File: src/rtl/rram_drv_pkg.sv
// Shared types and helpers for the RRAM cell driver.
//   op_e       : command opcode encoding seen on cmd_op
//   state_e    : sequencer states
//   cnt_width  : width of the shared down-counter
package rram_drv_pkg;

    typedef enum logic [1:0] {
        OP_RESET = 2'd0,
        OP_SET   = 2'd1,
        OP_READ  = 2'd2,
        OP_BACK  = 2'd3
    } op_e;

    typedef enum logic [3:0] {
        StIdle,
        StSetup,
        StPulse,
        StHold,
        StRead,
        StBackArm,
        StBackPulse,
        StRstLow,
        StFin
    } state_e;

    // One spare bit beyond max(ww, clog2(max_cyc)) so a full-scale weight never wraps.
    function automatic int unsigned cnt_width(input int unsigned ww, input int unsigned max_cyc);
        int unsigned cw;
        cw = $clog2(max_cyc);
        return ((ww > cw) ? ww : cw) + 1;
    endfunction

endpackage

File: src/rtl/rram_pulse_timer.sv
// Loadable down-counter shared by every timed state of the driver.
//   clk, rst    : clock, asynchronous active-high reset
//   load_i      : load load_val_i this cycle (takes priority over counting)
//   load_val_i  : value to load (state duration minus one)
//   zero_o      : current count is zero (last cycle of the running state)
//   last_o      : count will be zero next cycle
module rram_pulse_timer #(
    parameter int unsigned Width = 9
) (
    input  logic             clk,
    input  logic             rst,
    input  logic             load_i,
    input  logic [Width-1:0] load_val_i,
    output logic             zero_o,
    output logic             last_o
);

    logic [Width-1:0] cnt_q, cnt_d;

    always_comb begin
        cnt_d = cnt_q;
        if (load_i) begin
            cnt_d = load_val_i;
        end else if (cnt_q != '0) begin
            cnt_d = cnt_q - Width'(1);
        end
    end

    always_ff @(posedge clk or posedge rst) begin
        if (rst) begin
            cnt_q <= '0;
        end else begin
            cnt_q <= cnt_d;
        end
    end

    assign zero_o = (cnt_q == '0);
    assign last_o = (cnt_d == '0);

endmodule

File: src/rtl/rram_cell_driver.sv
// Sequencer driving one RRAM cell column (word line, bit-line SET/BACK, Dback, select line).
//   clk, rst              : clock, asynchronous active-high reset
//   cmd_valid/cmd_ready   : command handshake (ready only while idle)
//   cmd_op, cmd_weight    : opcode and SET pulse length in cycles
//   done, err             : completion pulse; err marks an illegal READ/BACK
//   wl_en, bl_set_en, bl_back_en, dback, sl_en : registered cell pin levels
//   adc_sample            : strobe on the last sl_en cycle
//   wl_state              : registered copy of wl_en
module rram_cell_driver
    import rram_drv_pkg::*;
#(
    parameter int unsigned WW        = 8,
    parameter int unsigned SETUP_CYC = 2,
    parameter int unsigned HOLD_CYC  = 2,
    parameter int unsigned READ_CYC  = 4,
    parameter int unsigned BACK_CYC  = 3,
    parameter int unsigned RESET_CYC = 4
) (
    input  logic          clk,
    input  logic          rst,
    input  logic          cmd_valid,
    output logic          cmd_ready,
    input  logic [1:0]    cmd_op,
    input  logic [WW-1:0] cmd_weight,
    output logic          done,
    output logic          err,
    output logic          wl_en,
    output logic          bl_set_en,
    output logic          bl_back_en,
    output logic          dback,
    output logic          sl_en,
    output logic          adc_sample,
    output logic          wl_state
);

    localparam int unsigned MaxAB  = (SETUP_CYC > HOLD_CYC) ? SETUP_CYC : HOLD_CYC;
    localparam int unsigned MaxCD  = (READ_CYC > BACK_CYC) ? READ_CYC : BACK_CYC;
    localparam int unsigned MaxABC = (MaxAB > MaxCD) ? MaxAB : MaxCD;
    localparam int unsigned MaxCyc = (MaxABC > RESET_CYC) ? MaxABC : RESET_CYC;
    localparam int unsigned CntW   = cnt_width(WW, MaxCyc);

    state_e        state_q, state_d;
    logic [WW-1:0] weight_q, weight_d;

    logic            tmr_load;
    logic [CntW-1:0] tmr_val;
    logic            tmr_zero, tmr_last;
    logic            accept;

    logic cmd_ready_q, cmd_ready_d;
    logic done_q, done_d;
    logic err_q, err_d;
    logic wl_en_q, wl_en_d;
    logic bl_set_en_q, bl_set_en_d;
    logic bl_back_en_q, bl_back_en_d;
    logic dback_q, dback_d;
    logic sl_en_q, sl_en_d;
    logic adc_sample_q, adc_sample_d;
    logic wl_state_q, wl_state_d;

    rram_pulse_timer #(
        .Width(CntW)
    ) u_timer (
        .clk       (clk),
        .rst       (rst),
        .load_i    (tmr_load),
        .load_val_i(tmr_val),
        .zero_o    (tmr_zero),
        .last_o    (tmr_last)
    );

    always_comb begin
        state_d  = state_q;
        weight_d = weight_q;
        tmr_load = 1'b0;
        tmr_val  = '0;
        err_d    = 1'b0;
        accept   = cmd_valid && cmd_ready_q;

        unique case (state_q)
            StIdle: begin
                if (accept) begin
                    weight_d = cmd_weight;
                    case (op_e'(cmd_op))
                        OP_SET: begin
                            state_d  = StSetup;
                            tmr_load = 1'b1;
                            tmr_val  = CntW'(SETUP_CYC - 1);
                        end
                        OP_READ: begin
                            if (wl_state_q) begin
                                state_d  = StRead;
                                tmr_load = 1'b1;
                                tmr_val  = CntW'(READ_CYC - 1);
                            end else begin
                                state_d = StFin;
                                err_d   = 1'b1;
                            end
                        end
                        OP_BACK: begin
                            if (wl_state_q) begin
                                state_d = StBackArm;
                            end else begin
                                state_d = StFin;
                                err_d   = 1'b1;
                            end
                        end
                        default: begin
                            state_d  = StRstLow;
                            tmr_load = 1'b1;
                            tmr_val  = CntW'(RESET_CYC - 1);
                        end
                    endcase
                end
            end
            StSetup: begin
                if (tmr_zero) begin
                    tmr_load = 1'b1;
                    if (weight_q != '0) begin
                        state_d = StPulse;
                        tmr_val = CntW'(weight_q) - CntW'(1);
                    end else begin
                        state_d = StHold;
                        tmr_val = CntW'(HOLD_CYC - 1);
                    end
                end
            end
            StPulse: begin
                if (tmr_zero) begin
                    state_d  = StHold;
                    tmr_load = 1'b1;
                    tmr_val  = CntW'(HOLD_CYC - 1);
                end
            end
            StBackArm: begin
                state_d  = StBackPulse;
                tmr_load = 1'b1;
                tmr_val  = CntW'(BACK_CYC - 1);
            end
            StHold, StRead, StBackPulse, StRstLow: begin
                if (tmr_zero) begin
                    state_d = StFin;
                end
            end
            StFin:   state_d = StIdle;
            default: state_d = StIdle;
        endcase

        // Pins are decoded from the next state so each registered pin lines up with its state.
        cmd_ready_d  = (state_d == StIdle);
        done_d       = (state_d == StFin);
        bl_set_en_d  = (state_d == StPulse);
        bl_back_en_d = (state_d == StBackPulse);
        dback_d      = (state_d == StBackArm) || (state_d == StBackPulse);
        sl_en_d      = (state_d == StRead);
        adc_sample_d = (state_d == StRead) && tmr_last;
        wl_state_d   = wl_en_q;

        // Word line is sticky: SET leaves it on, RESET leaves it off.
        if ((state_d == StSetup) || (state_d == StPulse) || (state_d == StHold)) begin
            wl_en_d = 1'b1;
        end else if (state_d == StRstLow) begin
            wl_en_d = 1'b0;
        end else begin
            wl_en_d = wl_en_q;
        end
    end

    always_ff @(posedge clk or posedge rst) begin
        if (rst) begin
            state_q      <= StIdle;
            weight_q     <= '0;
            cmd_ready_q  <= 1'b0;
            done_q       <= 1'b0;
            err_q        <= 1'b0;
            wl_en_q      <= 1'b0;
            bl_set_en_q  <= 1'b0;
            bl_back_en_q <= 1'b0;
            dback_q      <= 1'b0;
            sl_en_q      <= 1'b0;
            adc_sample_q <= 1'b0;
            wl_state_q   <= 1'b0;
        end else begin
            state_q      <= state_d;
            weight_q     <= weight_d;
            cmd_ready_q  <= cmd_ready_d;
            done_q       <= done_d;
            err_q        <= err_d;
            wl_en_q      <= wl_en_d;
            bl_set_en_q  <= bl_set_en_d;
            bl_back_en_q <= bl_back_en_d;
            dback_q      <= dback_d;
            sl_en_q      <= sl_en_d;
            adc_sample_q <= adc_sample_d;
            wl_state_q   <= wl_state_d;
        end
    end

    assign cmd_ready  = cmd_ready_q;
    assign done       = done_q;
    assign err        = err_q;
    assign wl_en      = wl_en_q;
    assign bl_set_en  = bl_set_en_q;
    assign bl_back_en = bl_back_en_q;
    assign dback      = dback_q;
    assign sl_en      = sl_en_q;
    assign adc_sample = adc_sample_q;
    assign wl_state   = wl_state_q;

endmodule

File: config.mk
export PLATFORM = sky130hd
export DESIGN_NAME = rram_cell_driver
export DESIGN_NICKNAME = d
export VERILOG_FILES = /design/src/rtl/rram_drv_pkg.sv /design/src/rtl/rram_pulse_timer.sv /design/src/rtl/rram_cell_driver.sv
export SDC_FILE = /design/constraint.sdc
export NUM_CORES = 1
export LEC_CHECK = 0
export ABC_AREA = 0
export ABC_CLOCK_PERIOD_IN_PS = 5500
export CAP_MARGIN = 10
export CORE_ASPECT_RATIO = 2
export CORE_MARGIN = 5
export CORE_UTILIZATION = 50
export DETAILED_ROUTE_END_ITERATION = 6
export GPL_TIMING_DRIVEN = 0
export MAX_ROUTING_LAYER = met4
export PLACE_DENSITY = 0.73
export SLEW_MARGIN = 20
export SYNTH_ARGS = -nofsm -noshare
export SYNTH_HDL_FRONTEND = slang
export SYNTH_SLANG_ARGS = --single-unit
export TNS_END_PERCENT = 20
File: constraint.sdc
create_clock -name clk -period 5.5 [get_ports clk]
set_clock_uncertainty 0.05 [all_clocks]
set_input_delay 1.375 -clock clk [delete_from_list [all_inputs] [get_ports clk]]
set_output_delay 1.375 -clock clk [all_outputs]
set_load 0.1 [all_outputs]
# Word level (Yosys, flattened, before mapping)
# Index checks and enable logic that the tools add are counted.
# word_totals
register_bits	31
output_inout_bits	10
# op_classes
add_sub_neg	2
n_eq_ne	18
mux	29
reduce_logical	16
# op_table
operator	count
$mux W9	4
$pmux W9 S4	1
$eq A4 B3 Y1 const B	8
$mux W4	6
$pmux W4 S5	1
$logic_not A9 Y1	2
$eq A4 B2 Y1 const B	4
$pmux W4 S3	1
$mux W1	11
$reduce_bool A9 Y1	1
$sub A8 B1 Y9 const B	1
$sub A9 B1 Y9 const B	1
$eq A4 B1 Y1 const B	2
$logic_not A4 Y1	2
$reduce_bool A8 Y1	1
$pmux W2 S3	1
$eq A2 B2 Y1 const B	2
$eq A4 B4 Y1 const B	1
$mux W2	2
$reduce_or A2 Y1	2
$reduce_or A4 Y1	1
$logic_or A1 B1 Y1	3
$pmux W1 S3	1
$eq A2 B1 Y1 const B	1
4 further kinds	5

# Logic depth before layout (Yosys ltp)
# depth
ltp_word	8
depth_mapped	9
depth_no_buf	8

# Hierarchy
# A second synthesis with hierarchy kept.
# unflattened
cells_unflattened	180
area_unflattened_um2	1778.0
# by_module_without_submodules
module	instances	cells_per_inst	area_each_um2	seq_area_each_um2
rram_cell_driver	1	113	1161.1	550.5
rram_pulse_timer	1	67	616.8	225.2

# Worst setup path after synthesis
# Ideal clock, no wire load.
# synth_timing
kind	input-to-reg
startpoint	input port cmd_valid
endpoint	register adc_sample_q (netlist: adc_sample)
setup_time_ns	0.096
t_arrival_ns	2.845
path_slack_ns	2.509
path_stages	7
n_path_buf	1
path_cell_list	nand3b_1 -> or4_1 -> clkbuf_1 -> o22ai_1 -> nor2b_1 -> o2111ai_1 -> nor4_2
# synth_between
word_cells_on_any_way	11
classes_between	eq/ne (1); mux (7); reduce/logical (3)
# synth_rtl
item	line	source
start: declaration	rram_cell_driver.sv:21	input logic cmd_valid,
$logic_and A1 B1 Y1	rram_cell_driver.sv:78	accept = cmd_valid && cmd_ready_q;
$mux W4	rram_cell_driver.sv:82	if (accept) begin
$pmux W4 S5	rram_cell_driver.sv:80	unique case (state_q)
named net state_d[2]	rram_cell_driver.sv:42	state_e state_q, state_d;
$eq A4 B3 Y1	rram_cell_driver.sv:156	adc_sample_d = (state_d == StRead) && tmr_last;
$logic_and A1 B1 Y1	rram_cell_driver.sv:156	
named net adc_sample_d	rram_cell_driver.sv:58	logic adc_sample_q, adc_sample_d;
end signal: assignment	rram_cell_driver.sv:194	adc_sample_q <= adc_sample_d;
end: declaration	rram_cell_driver.sv:58	
# The timed path passes the listed nets, and every way through them passes these cells.
# A chain may end at the register's enable or synchronous reset.

# Final worst setup path
# Ends and elaborated chain as after synthesis.

==> results.md <==
Status:
- The run finished with clean final reports.

Logic synthesis:
- In this run the cell area of the synthesized design comes to 1860 µm².
- The cell count after synthesis came out at 206.
- By area the synthesized netlist is led by sky130_fd_sc_hd__dfrtp_1, sky130_fd_sc_hd__nand2_1, sky130_fd_sc_hd__xnor2_1, sky130_fd_sc_hd__o22ai_1, sky130_fd_sc_hd__nor2_1.
- The post-synthesis average cell area is 9.05 µm².
- When the netlist entered floorplanning its net count stood at 221.
- During synthesis, Yosys emitted a total of 0 warnings.
- The distinct cell type count after synthesis is 52.
- For this run, asynchronously set or reset flops after synthesis account for between 90% and 100%.
- The synthesized design contains 31 register bits.
- The sequential cell area fraction in the yosys report is a little over two fifths.
- The number of enable-type register cells in the synthesized netlist is 0.
- After synthesis, the largest area contributor takes up 41.6% of total cell area.
- The biggest area consumer among synthesized cells is sky130_fd_sc_hd__dfrtp_1.
- The predominant post-synthesis flop cell is sky130_fd_sc_hd__dfrtp_1.

Detailed routing:
- Dividing the detail-routed via count by the number of cells gives 5.53.
- The detailed router placed 1577 vias in this run.
- The pre-antenna-repair detailed-routing pass consisted of 4 iterations.
- Once detail routing completed, the nets flagged for antenna violations numbered 0.
- The number of DRC violations after detailed-routing iteration 0 is 27.
- Dividing the detail-routed wire length by the instance count gives between 10 and 15 µm.
- The sum of routed wire length over all layers is 4100 µm.
- In the routed design, unresolved DRC markers number 0.

Global routing:
- The number of antenna violations at the first check in global routing is 0.
- The overall routing resource usage is 19.5%.
- The largest net degree at the start of global routing is 32.
- The first-pass GRT wire length is about 7000 µm.
- The total overflow reported by the global router is 0.
- The number of global-route vias before repair was 1609.

Final layout:
- The share of cells above drive strength 1 is 8.47%.
- Summing all flip-flop and latch instances after layout gives 776 µm².
- Fill cells in the final layout number 331.
- The multi-input logic area is ~1000 µm².
- The antenna cell count is 0.
- The layout-stage area growth over the synthesis result is 20.5%.
- The net total in the final layout is 250.

Clocking:
- The clock tree from TritonCTS is yes.
- The number of clock sinks seen by CTS is 31.
- After clock tree synthesis, the flow added hold-fix buffers numbering 0.
- The root buffer cell chosen for the clock tree is sky130_fd_sc_hd__clkbuf_8.
- The number of clock buffers added by TritonCTS is 5.
- The clock reaches the later pin of the worst-skew pair after around 0.28 ns.
- In this run, post-CTS repair resized a total of 0 instances.
- In this run the deepest clock path goes through 2 buffers.
- The buffers inserted during post-CTS setup optimization is 0.
- The maximum level of the CTS H-tree is 2.
- Clock-pin slew was measured on the worst setup and hold paths at 0.07 ns.

Power and ir drop:
- The peak ir drop on the vdd network is about 0.00024 V.
- The leakage power of the design is 0.938 nW.
- Dividing total power by cell area gives a power density of 196 nW/µm².

Floorplan:
- For this configuration, the core starts out at a cell density of 51.7%.
- The floorplan step set the die width to around 53 µm.
- The standard cell core area is 3610 µm².
- The number of top-level pins is 23.
- The die covers 5120 µm².
- The initialized floorplan defines 31 standard-cell rows.
- The die height is 96.4 µm.

Setup path:
- The worst register-to-register path has a setup slack of roughly 2.5 ns.
- By startpoint and endpoint, the worst setup path is classified as in2reg.
- The worst setup path is launched from an input port.
- Data on the critical path is required at its endpoint by 5.62 ns.
- STA classifies the critical path endpoint as a flip-flop.
- The most critical setup path has its startpoint at cmd_valid.
- In this run the worst path has a maximum fanout of 10.
- The arrival time of the worst setup path is approximately 3.7 ns.
- Measured in cells, the most critical reg-to-reg path has a length of 9.
- The startpoint identified for the worst register-to-register timing path is u_timer.cnt_q[0]$_DFF_PP0_.
- The worst register-to-register path ends at adc_sample$_DFF_PP0_.
- The end of the critical path is adc_sample$_DFF_PP0_.

STA:
- The number of hold-slack violations in the final timing report is 0.
- Subtracting the final worst setup slack from the clock period gives approximately 3.6 ns.
- For the pin with the worst max-slew slack, the measured transition is 0.979 ns.
- The worst path meets setup with 1.87 ns of slack.
- Based on the critical path, the design can be clocked at up to 276 MHz.
- The final worst-path cycle share is around 66%.
- Setup repair after global routing left no endpoint under its margin.
- Setup violations remaining at the end of the flow were counted as 0.
- The number of max-slew violations in the final report was 0.
- The worst slew slack as a fraction of its limit is about a third.
- The summed negative setup slack over all endpoints is 0 ns.

Run:
- The max-cap violation count is 0.

Hold path:
- The min-delay analysis places its worst path in the category reg2reg.

Place:
- The routability-driven placement congestion ratio is between 0.8 and 0.9.
- The number of port buffers is 22.
- The total half-perimeter wirelength after legalization and detailed placement is 3140 µm.
- The worst slack at placement is approximately 1.6 ns.
metal layers:
layer | track usage [%] | wire length (µm) | vias up
li1 | - | - | 801
met1 | 20.1 | 1650 | 749
met2 | 34.9 | 2250 | 18
met3 | 3.10 | 82 | 9
met4 | 9.38 | 117 | 0
met5 | - | 0 | -
power by group:
part	internal [mW]	switching, mW
combinational	0.00807	0.00693
clock	0.114	0.0820
sequential	0.228	0
total	0.350	0.0889
area by class of cell:
type | instances | area share (%)
multi-input combinational | 152 | 43.9
tap | 49 | 2.73
sequential | 31 | 34.5
inverter | 9 | 1.50
buffer | 14 | 3.06
timing repair buffer | 22 | 9.81
clock buffer | 8 | 4.46
metrics by stage:
step | hold WS (ns) | util, % | std cells | instance area, µm² | power (mW)
global placement | 0.345 | 59.5 | 277 | 2150 | 0.247
CTS | 0.369 | 62.3 | 285 | 2250 | 0.443
finish | 0.367 | 62.3 | 285 | 2250 | 0.439
detailed placement | 0.349 | 59.5 | 277 | 2150 | 0.248
floorplan | 0.431 | - | 206 | 1860 | 0.237
global route | 0.390 | 62.3 | 285 | 2250 | 0.457
critical path, cell delays in order:
cell	delay (ns)
sky130_fd_sc_hd__clkdlybuf4s50_1	0.46
sky130_fd_sc_hd__nand3b_1	0.12
sky130_fd_sc_hd__or4_1	0.40
sky130_fd_sc_hd__clkbuf_1	0.26
sky130_fd_sc_hd__o22ai_1	0.44
sky130_fd_sc_hd__nor2b_1	0.29
sky130_fd_sc_hd__o2111ai_1	0.18
sky130_fd_sc_hd__nor4_2	0.22
flip-flops by register name, indices dropped and copies added, names as in the netlist:
signal	cells
u_timer.cnt_q	9
weight_q	8
state_q	4
adc_sample	1
bl_back_en	1
bl_set_en	1
cmd_ready	1
dback	1
done	1
err	1
sl_en	1
wl_en	1
wl_state	1
cell usage after synthesis (all sizes together) (2+ instances only):
library cell,count
and2,2
a21o,2
buf,3
dfrtp,31
o21ai,6
nand3b,4
nor2,13
clkbuf,11
nand2,30
nand3,2
ha,2
or4,5
a2111oi,2
o31a,2
o221ai,2
nor2b,3
nor3,6
o21a,3
o32a,2
inv,9
xnor2,8
nand2b,7
o2111ai,2
xor2,3
o22ai,8
or2,3
o211ai,2
or3,4
a31oi,2
a21oi,6
nor4,4
how the worst min path moves through the flow:
stage                                        from                      end  slack, ns  cells past startpoint
after floorplan           weight_q[7]$_DFFE_PP0P_  weight_q[7]$_DFFE_PP0P_       0.43                      2
after global placement          wl_en$_DFFE_PP0P_       wl_state$_DFF_PP0_       0.35                      0
after detailed placement        wl_en$_DFFE_PP0P_       wl_state$_DFF_PP0_       0.35                      0
after CTS                       wl_en$_DFFE_PP0P_       wl_state$_DFF_PP0_       0.37                      0
after global routing            wl_en$_DFFE_PP0P_       wl_state$_DFF_PP0_       0.39                      0
final                           wl_en$_DFFE_PP0P_       wl_state$_DFF_PP0_       0.37                      0
logic make-up (layout without fill, tap and decap cells):
logic type,after synthesis,count (layout),share of synthesized area [%]
DFF,31,31,41.6
muxes,2,2,1.14
AOI/OAI and AO/OA,48,48,19.6
and+or+nand+nor,89,89,25.6
adders and majority gates,2,2,1.34
buffers and inverters,23,53,5.50
xor gates and xnor gates,11,11,5.17
cell usage in the layout (no fill, tap or decap), drive strengths merged, types with 6 or more instances in the layout:
cell            n
clkbuf         19
o21ai           6
dfrtp          31
nor2           13
nand2b          7
a21oi           6
inv             9
clkdlybuf4s50  22
nand2          30
nor3            6
o22ai           8
xnor2           8
Note: power is estimated with default switching activity, not from simulation.
